`src/rtl/multicycle_maindec_pkg.sv`:
```
// Shared types and constants for the multi-cycle MIPS main controller:
// opcodes, FSM state encoding, datapath mux codes and the control vector.
package multicycle_maindec_pkg;

    localparam logic [5:0] OP_RTYPE = 6'b000000;
    localparam logic [5:0] OP_J     = 6'b000010;
    localparam logic [5:0] OP_BEQ   = 6'b000100;
    localparam logic [5:0] OP_ADDI  = 6'b001000;
    localparam logic [5:0] OP_ANDI  = 6'b001100;
    localparam logic [5:0] OP_ORI   = 6'b001101;
    localparam logic [5:0] OP_LUI   = 6'b001111;
    localparam logic [5:0] OP_LW    = 6'b100011;
    localparam logic [5:0] OP_SW    = 6'b101011;

    typedef enum logic [3:0] {
        StFetch  = 4'd0,
        StDecode = 4'd1,
        StMemAdr = 4'd2,
        StMemRd  = 4'd3,
        StMemWb  = 4'd4,
        StMemWr  = 4'd5,
        StRtExe  = 4'd6,
        StRtWb   = 4'd7,
        StBr     = 4'd8,
        StIExe   = 4'd9,
        StIWb    = 4'd10,
        StJmp    = 4'd11,
        StIll    = 4'd12,
        StErr    = 4'd13
    } mc_state_e;

    localparam logic [1:0] ALUOP_ADD   = 2'b00;
    localparam logic [1:0] ALUOP_SUB   = 2'b01;
    localparam logic [1:0] ALUOP_FUNCT = 2'b10;
    localparam logic [1:0] ALUOP_LOGIC = 2'b11;

    localparam logic [1:0] ALUSRCB_RT    = 2'b00;
    localparam logic [1:0] ALUSRCB_FOUR  = 2'b01;
    localparam logic [1:0] ALUSRCB_IMM   = 2'b10;
    localparam logic [1:0] ALUSRCB_BRIMM = 2'b11;

    localparam logic [1:0] PCSRC_ALU    = 2'b00;
    localparam logic [1:0] PCSRC_ALUOUT = 2'b01;
    localparam logic [1:0] PCSRC_JUMP   = 2'b10;

    typedef struct packed {
        logic       mem_req;
        logic       iord;
        logic       memwrite;
        logic       irwrite;
        logic       pcwrite;
        logic       branch;
        logic       regdst;
        logic       memtoreg;
        logic       regwrite;
        logic       alusrca;
        logic [1:0] alusrcb;
        logic       zeroext;
        logic [1:0] aluop;
        logic [1:0] pcsrc;
        logic       illegal;
        logic       mem_err;
    } ctrl_t;

endpackage

```
`src/rtl/multicycle_maindec_outdec.sv`:
```
// Combinational control-vector decode from FSM state and latched opcode.
// Only FETCH looks at mem_ready (IR/PC load on the completing cycle).
module multicycle_maindec_outdec
    import multicycle_maindec_pkg::*;
#(
    parameter int unsigned OP_W = 6
) (
    input  mc_state_e       i_state,
    input  logic [OP_W-1:0] i_op_q,
    input  logic            i_mem_ready,
    output ctrl_t           o_ctrl
);

    always_comb begin
        o_ctrl = '0;
        unique case (i_state)
            StFetch: begin
                o_ctrl.mem_req = 1'b1;
                o_ctrl.alusrcb = ALUSRCB_FOUR;
                o_ctrl.aluop   = ALUOP_ADD;
                o_ctrl.irwrite = i_mem_ready;
                o_ctrl.pcwrite = i_mem_ready;
            end
            StDecode: begin
                o_ctrl.alusrcb = ALUSRCB_BRIMM;
                o_ctrl.aluop   = ALUOP_ADD;
            end
            StMemAdr: begin
                o_ctrl.alusrca = 1'b1;
                o_ctrl.alusrcb = ALUSRCB_IMM;
                o_ctrl.aluop   = ALUOP_ADD;
            end
            StMemRd: begin
                o_ctrl.mem_req = 1'b1;
                o_ctrl.iord    = 1'b1;
            end
            StMemWb: begin
                o_ctrl.memtoreg = 1'b1;
                o_ctrl.regwrite = 1'b1;
            end
            StMemWr: begin
                o_ctrl.mem_req  = 1'b1;
                o_ctrl.iord     = 1'b1;
                o_ctrl.memwrite = 1'b1;
            end
            StRtExe: begin
                o_ctrl.alusrca = 1'b1;
                o_ctrl.alusrcb = ALUSRCB_RT;
                o_ctrl.aluop   = ALUOP_FUNCT;
            end
            StRtWb: begin
                o_ctrl.regdst   = 1'b1;
                o_ctrl.regwrite = 1'b1;
            end
            StBr: begin
                o_ctrl.alusrca = 1'b1;
                o_ctrl.alusrcb = ALUSRCB_RT;
                o_ctrl.aluop   = ALUOP_SUB;
                o_ctrl.pcsrc   = PCSRC_ALUOUT;
                o_ctrl.branch  = 1'b1;
            end
            StIExe: begin
                o_ctrl.alusrca = 1'b1;
                o_ctrl.alusrcb = ALUSRCB_IMM;
                o_ctrl.aluop   = (i_op_q == OP_W'(OP_ADDI)) ? ALUOP_ADD : ALUOP_LOGIC;
                o_ctrl.zeroext = (i_op_q == OP_W'(OP_ANDI)) || (i_op_q == OP_W'(OP_ORI));
            end
            StIWb: begin
                o_ctrl.regwrite = 1'b1;
            end
            StJmp: begin
                o_ctrl.pcsrc   = PCSRC_JUMP;
                o_ctrl.pcwrite = 1'b1;
            end
            StIll: begin
                o_ctrl.illegal = 1'b1;
            end
            StErr: begin
                o_ctrl.mem_err = 1'b1;
            end
            default: ;
        endcase
    end

endmodule

```
`src/rtl/multicycle_maindec.sv`:
```
// Multi-cycle MIPS main controller: state register, latched opcode,
// memory-wait watchdog and next-state logic; outputs decoded by a sub-module.
module multicycle_maindec
    import multicycle_maindec_pkg::*;
#(
    parameter int unsigned OP_W        = 6,
    parameter int unsigned MEM_TIMEOUT = 16,
    parameter int unsigned CNT_W       = 5
) (
    input  logic            clk,
    input  logic            rst,
    input  logic [OP_W-1:0] op,
    input  logic            mem_ready,
    output logic            mem_req,
    output logic            iord,
    output logic            memwrite,
    output logic            irwrite,
    output logic            pcwrite,
    output logic            branch,
    output logic            regdst,
    output logic            memtoreg,
    output logic            regwrite,
    output logic            alusrca,
    output logic [1:0]      alusrcb,
    output logic            zeroext,
    output logic [1:0]      aluop,
    output logic [1:0]      pcsrc,
    output logic            illegal,
    output logic            mem_err,
    output logic [3:0]      state_o
);

    localparam int unsigned MemLimit = (MEM_TIMEOUT == 0) ? 0 : MEM_TIMEOUT - 1;

    mc_state_e       r_state;
    mc_state_e       w_state_d;
    logic [OP_W-1:0] r_op_q;
    logic [CNT_W-1:0] r_cnt;
    logic [CNT_W-1:0] w_cnt_d;
    logic            w_waiting;
    logic            w_timeout;
    ctrl_t           w_ctrl;
    ctrl_t           w_out;

    multicycle_maindec_outdec #(
        .OP_W (OP_W)
    ) u_outdec (
        .i_state     (r_state),
        .i_op_q      (r_op_q),
        .i_mem_ready (mem_ready),
        .o_ctrl      (w_ctrl)
    );

    assign w_waiting = (MEM_TIMEOUT != 0) && w_ctrl.mem_req && !mem_ready;
    assign w_timeout = w_waiting && (r_cnt == CNT_W'(MemLimit));

    always_comb begin
        w_state_d = r_state;
        unique case (r_state)
            StFetch:  if (mem_ready) w_state_d = StDecode;
            StDecode: begin
                if (op == OP_W'(OP_LW) || op == OP_W'(OP_SW)) begin
                    w_state_d = StMemAdr;
                end else if (op == OP_W'(OP_RTYPE)) begin
                    w_state_d = StRtExe;
                end else if (op == OP_W'(OP_BEQ)) begin
                    w_state_d = StBr;
                end else if (op == OP_W'(OP_ADDI) || op == OP_W'(OP_ANDI) ||
                             op == OP_W'(OP_ORI)  || op == OP_W'(OP_LUI)) begin
                    w_state_d = StIExe;
                end else if (op == OP_W'(OP_J)) begin
                    w_state_d = StJmp;
                end else begin
                    w_state_d = StIll;
                end
            end
            StMemAdr: w_state_d = (r_op_q == OP_W'(OP_LW)) ? StMemRd : StMemWr;
            StMemRd:  if (mem_ready) w_state_d = StMemWb;
            StMemWr:  if (mem_ready) w_state_d = StFetch;
            StRtExe:  w_state_d = StRtWb;
            StIExe:   w_state_d = StIWb;
            StMemWb, StRtWb, StBr, StIWb, StJmp, StIll: w_state_d = StFetch;
            StErr:    w_state_d = StErr;
            default:  w_state_d = StFetch;
        endcase
        if (w_timeout) w_state_d = StErr;
    end

    // Any state change clears the count, so each memory wait starts from zero.
    always_comb begin
        w_cnt_d = r_cnt;
        if (w_state_d != r_state) begin
            w_cnt_d = '0;
        end else if (w_waiting) begin
            w_cnt_d = r_cnt + CNT_W'(1);
        end
    end

    always_ff @(posedge clk or posedge rst) begin
        if (rst) begin
            r_state <= StFetch;
            r_op_q  <= '0;
            r_cnt   <= '0;
        end else begin
            r_state <= w_state_d;
            r_cnt   <= w_cnt_d;
            if (r_state == StDecode) r_op_q <= op;
        end
    end

    // Gate with rst so no strobe escapes while reset is held.
    assign w_out    = rst ? '0 : w_ctrl;
    assign state_o  = rst ? 4'd0 : r_state;

    assign mem_req  = w_out.mem_req;
    assign iord     = w_out.iord;
    assign memwrite = w_out.memwrite;
    assign irwrite  = w_out.irwrite;
    assign pcwrite  = w_out.pcwrite;
    assign branch   = w_out.branch;
    assign regdst   = w_out.regdst;
    assign memtoreg = w_out.memtoreg;
    assign regwrite = w_out.regwrite;
    assign alusrca  = w_out.alusrca;
    assign alusrcb  = w_out.alusrcb;
    assign zeroext  = w_out.zeroext;
    assign aluop    = w_out.aluop;
    assign pcsrc    = w_out.pcsrc;
    assign illegal  = w_out.illegal;
    assign mem_err  = w_out.mem_err;

endmodule
```
`config.mk`:
```
export PLATFORM = sky130hd
export DESIGN_NAME = multicycle_maindec
export DESIGN_NICKNAME = d
export VERILOG_FILES = /design/src/rtl/multicycle_maindec_pkg.sv /design/src/rtl/multicycle_maindec_outdec.sv /design/src/rtl/multicycle_maindec.sv
export SDC_FILE = /design/constraint.sdc
export NUM_CORES = 1
export LEC_CHECK = 0
export ABC_AREA = 1
export CAP_MARGIN = 20
export CORE_AREA = 5 5 57 59
export DETAILED_ROUTE_END_ITERATION = 8
export DIE_AREA = 0 0 62 64
export PLACE_DENSITY = 0.77
export SYNTH_ARGS = -nofsm -noshare
export SYNTH_HDL_FRONTEND = slang
export SYNTH_SLANG_ARGS = --single-unit
```
`constraint.sdc`:
```
create_clock -name clk -period 2.9 [get_ports clk]
set_clock_uncertainty 0.1 [all_clocks]
set_input_delay 0.87 -clock clk [delete_from_list [all_inputs] [get_ports clk]]
set_output_delay 0.87 -clock clk [all_outputs]
set_load 0.005 [all_outputs]
```
==> metrics.cfg <==
[flow_run]
drv_cap = 0

[setup_path]
path_cells = clkbuf_2 > nor2_2 > buf_4 > buf_4 > clkdlybuf4s50_1
cp_common_cell = buf_4
crit_buf_inv = 4
critical-path-slowest-cell = clkdlybuf4s50_1
critPathRequiredTime_ns = 1.93
critPathMaxFanout = 4
path_class = in -> out
endpoint_kind = primary output
crit_family = buffers and inverters
slowest_delay_ns = 0.48
cp-start-kind = input pin
arrival_ns = 1.82

[placement]
routabilityCongestion = 0.8786
placed_cells = 269
place_hpwl_mm = 2.359
portBuffers = 31

[power]
ir_drop_mv = 0.4466
p_leak_nw = 0.9074
power_density_nw_per_um2 = 666.0

[yosys]
synthTopCellsByArea = dfrtp_1, nand2_1, nor2_1
synth_top_area_share_pct = 30.33
yosysTopAreaCell = dfrtp_1
ys_seq_elements = 15
synth-edff-count = 0
synthArstFlopShare_pct = 100.0
ys.flop_type = dfrtp_1
synth_warnings = 0
syn_inst = 204
seq_area_frac_synth_pct = 30.33
syn_area_per_cell_um2 = 6.066
syn-num-nets = 215
ys_types = 25
netlist_area_um2 = 1237

[detailed_routing]
dr.pass1.iters = 5
wl_per_cell_um = 10.70
wl_met1_mm = 1.289
ant_nets = 0
avgViaCountPerCell = 4.909
vias = 1355
initialDrtViolationCount = 38
drc = 0
routed.top_layer = met4
route.met3.wl_um = 224
met2WireLength_mm = 1.427
wirelength_mm = 2.954

[grt]
grt_pass1_vias = 1143
grt_overflow_total = 0
grt_pass1_wl_mm = 4.871
grt_util_all_layers_pct = 15.57
grt_start_max_net_pins = 15
antenna_found_initial = 0

[clock_network]
cts_buffers = 3
cts_tree = yes
cts.clk_slew.worst_paths_ns = 0.08
root_buffer = clkbuf_4
cts_buffer_depth = 2
htreeDepth = 1
hold_buffers = 0
worst_skew_pair.late_latency_ns = 0.27
cts.sink_count = 15

[final_layout]
final_util_pct = 62.50
layout_common_cells = nand2_1, nor2_1, inv_1
fill_cells = 258
fin_cells = 276
area_delta_synth_final_pct = 34.48
drive_gt1_share_pct = 15.10
nets = 257
antenna_cells = 0
layout_commonest_cell = nand2_1

[die]
die_x_um = 62
floorplan.initialDensity_pct = 46.48
ios = 32
die_h_um = 64
row_count = 19
core_um2 = 2663
die_area_um2 = 3968

[timing]
drv_slew = 0
hold_violations = 0
min_period_over_period_pct = 96.26
tns_ns = 0
period_minus_slack_ns = 2.792
tightest_slew_ns = 0.3447
relSlewSlack_pct = 76.65
finalSetupViolations = 0
fmax_ghz = 0.3582
rsz0062_at_grt = no

[outcome]
status = finished, final reports clean

[min_path]
min_path_type = reg -> reg

-- final timing paths --
kind                            cells after the start  startpoint          to  slack, ns
worst max register to register                     12  r_state[2]    r_cnt[3]       0.90
worst max-delay path                                5         rst  state_o[0]       0.11
max in group asynchronous                           4         rst  r_state[2]       1.87
min in group asynchronous                           4         rst   r_op_q[2]       0.57
worst min register to register                      2   r_op_q[5]   r_op_q[5]       0.39
worst min-delay path                                2   r_op_q[5]   r_op_q[5]       0.39
-- synth_stat cells, types with 2 or more instances --
cell      number
inv_2          4
nor2_1        44
a21oi_1        4
nand3_1       16
o211ai_1       2
clkbuf_1       3
xor2_1         2
dfrtp_1       15
a31oi_1        2
nor2_2         2
nand2_1       54
o21ai_0       10
inv_1         26
ha_1           2
nand2_2        6
nor3_1         3
-- worst reg2reg max path, delay by kind of cell, from the launching register on --
kind          cells  cell delay, ns
simple gates     10            1.11
flops             1            0.46
buf+inv           2            0.26
-- where the power goes --
group / total (mW) / leakage (nW) / switching, mW / internal [mW]
Combinational: 0.644 / 0.701 / 0.390 / 0.254
Sequential: 0.351 / 0.192 / 0.0746 / 0.276
Clock: 0.114 / 0.0150 / 0.0603 / 0.0532
-- state kept, by name, summed over array words and instances, names as in the netlist --
register and cells:
r_cnt 5, r_op_q 6, r_state 4
-- per-stage QoR --
step	power [mW]	instance area, µm²	hold WS, ns	worst slack, ns
floorplan	0.7674	1237	0.3530	0.2003
global placement	0.9943	1620	0.3715	-0.3251
detailed placement	0.9995	1620	0.3760	-0.3383
CTS	1.100	1657	0.3963	0.004276
global route	1.224	1664	0.4152	0.0005980
finish	1.108	1664	0.3941	0.1084
-- repair_timing --
action | in CTS | in global routing
pin swaps | 1 | 2
setup endpoints to repair | 23 | 9
hold endpoints to repair | 0 | 0
buffers inserted | 3 | 0
gates resized for setup | 21 | 10
-- cell type report --
type                    instances  area, µm²  area share, %
multi-input cells             155      743.2          44.66
well taps                      31      38.79          2.331
clock buffers                   4      26.28          1.579
inverters                      30      115.1          6.917
flip-flops and latches         15      379.1          22.78
repair buffers                 41      361.6          21.73
-- routing by layer --
metal	track usage, %	vias up
li1	-	729
met1	20.42	587
met2	26.30	37
met3	2.817	2
met4	2.918	0
met5	0	-
-- kinds of logic after synthesis --
group | Yosys count | synth area share [%]
buf+inv | 34 | 10.62
fa+ha+maj | 2 | 2.022
flops | 15 | 30.33
simple gates | 129 | 45.10
xor+xnor | 3 | 2.124
compound gates | 21 | 9.808
No activity file was read; power rests on OpenSTA's default activity.
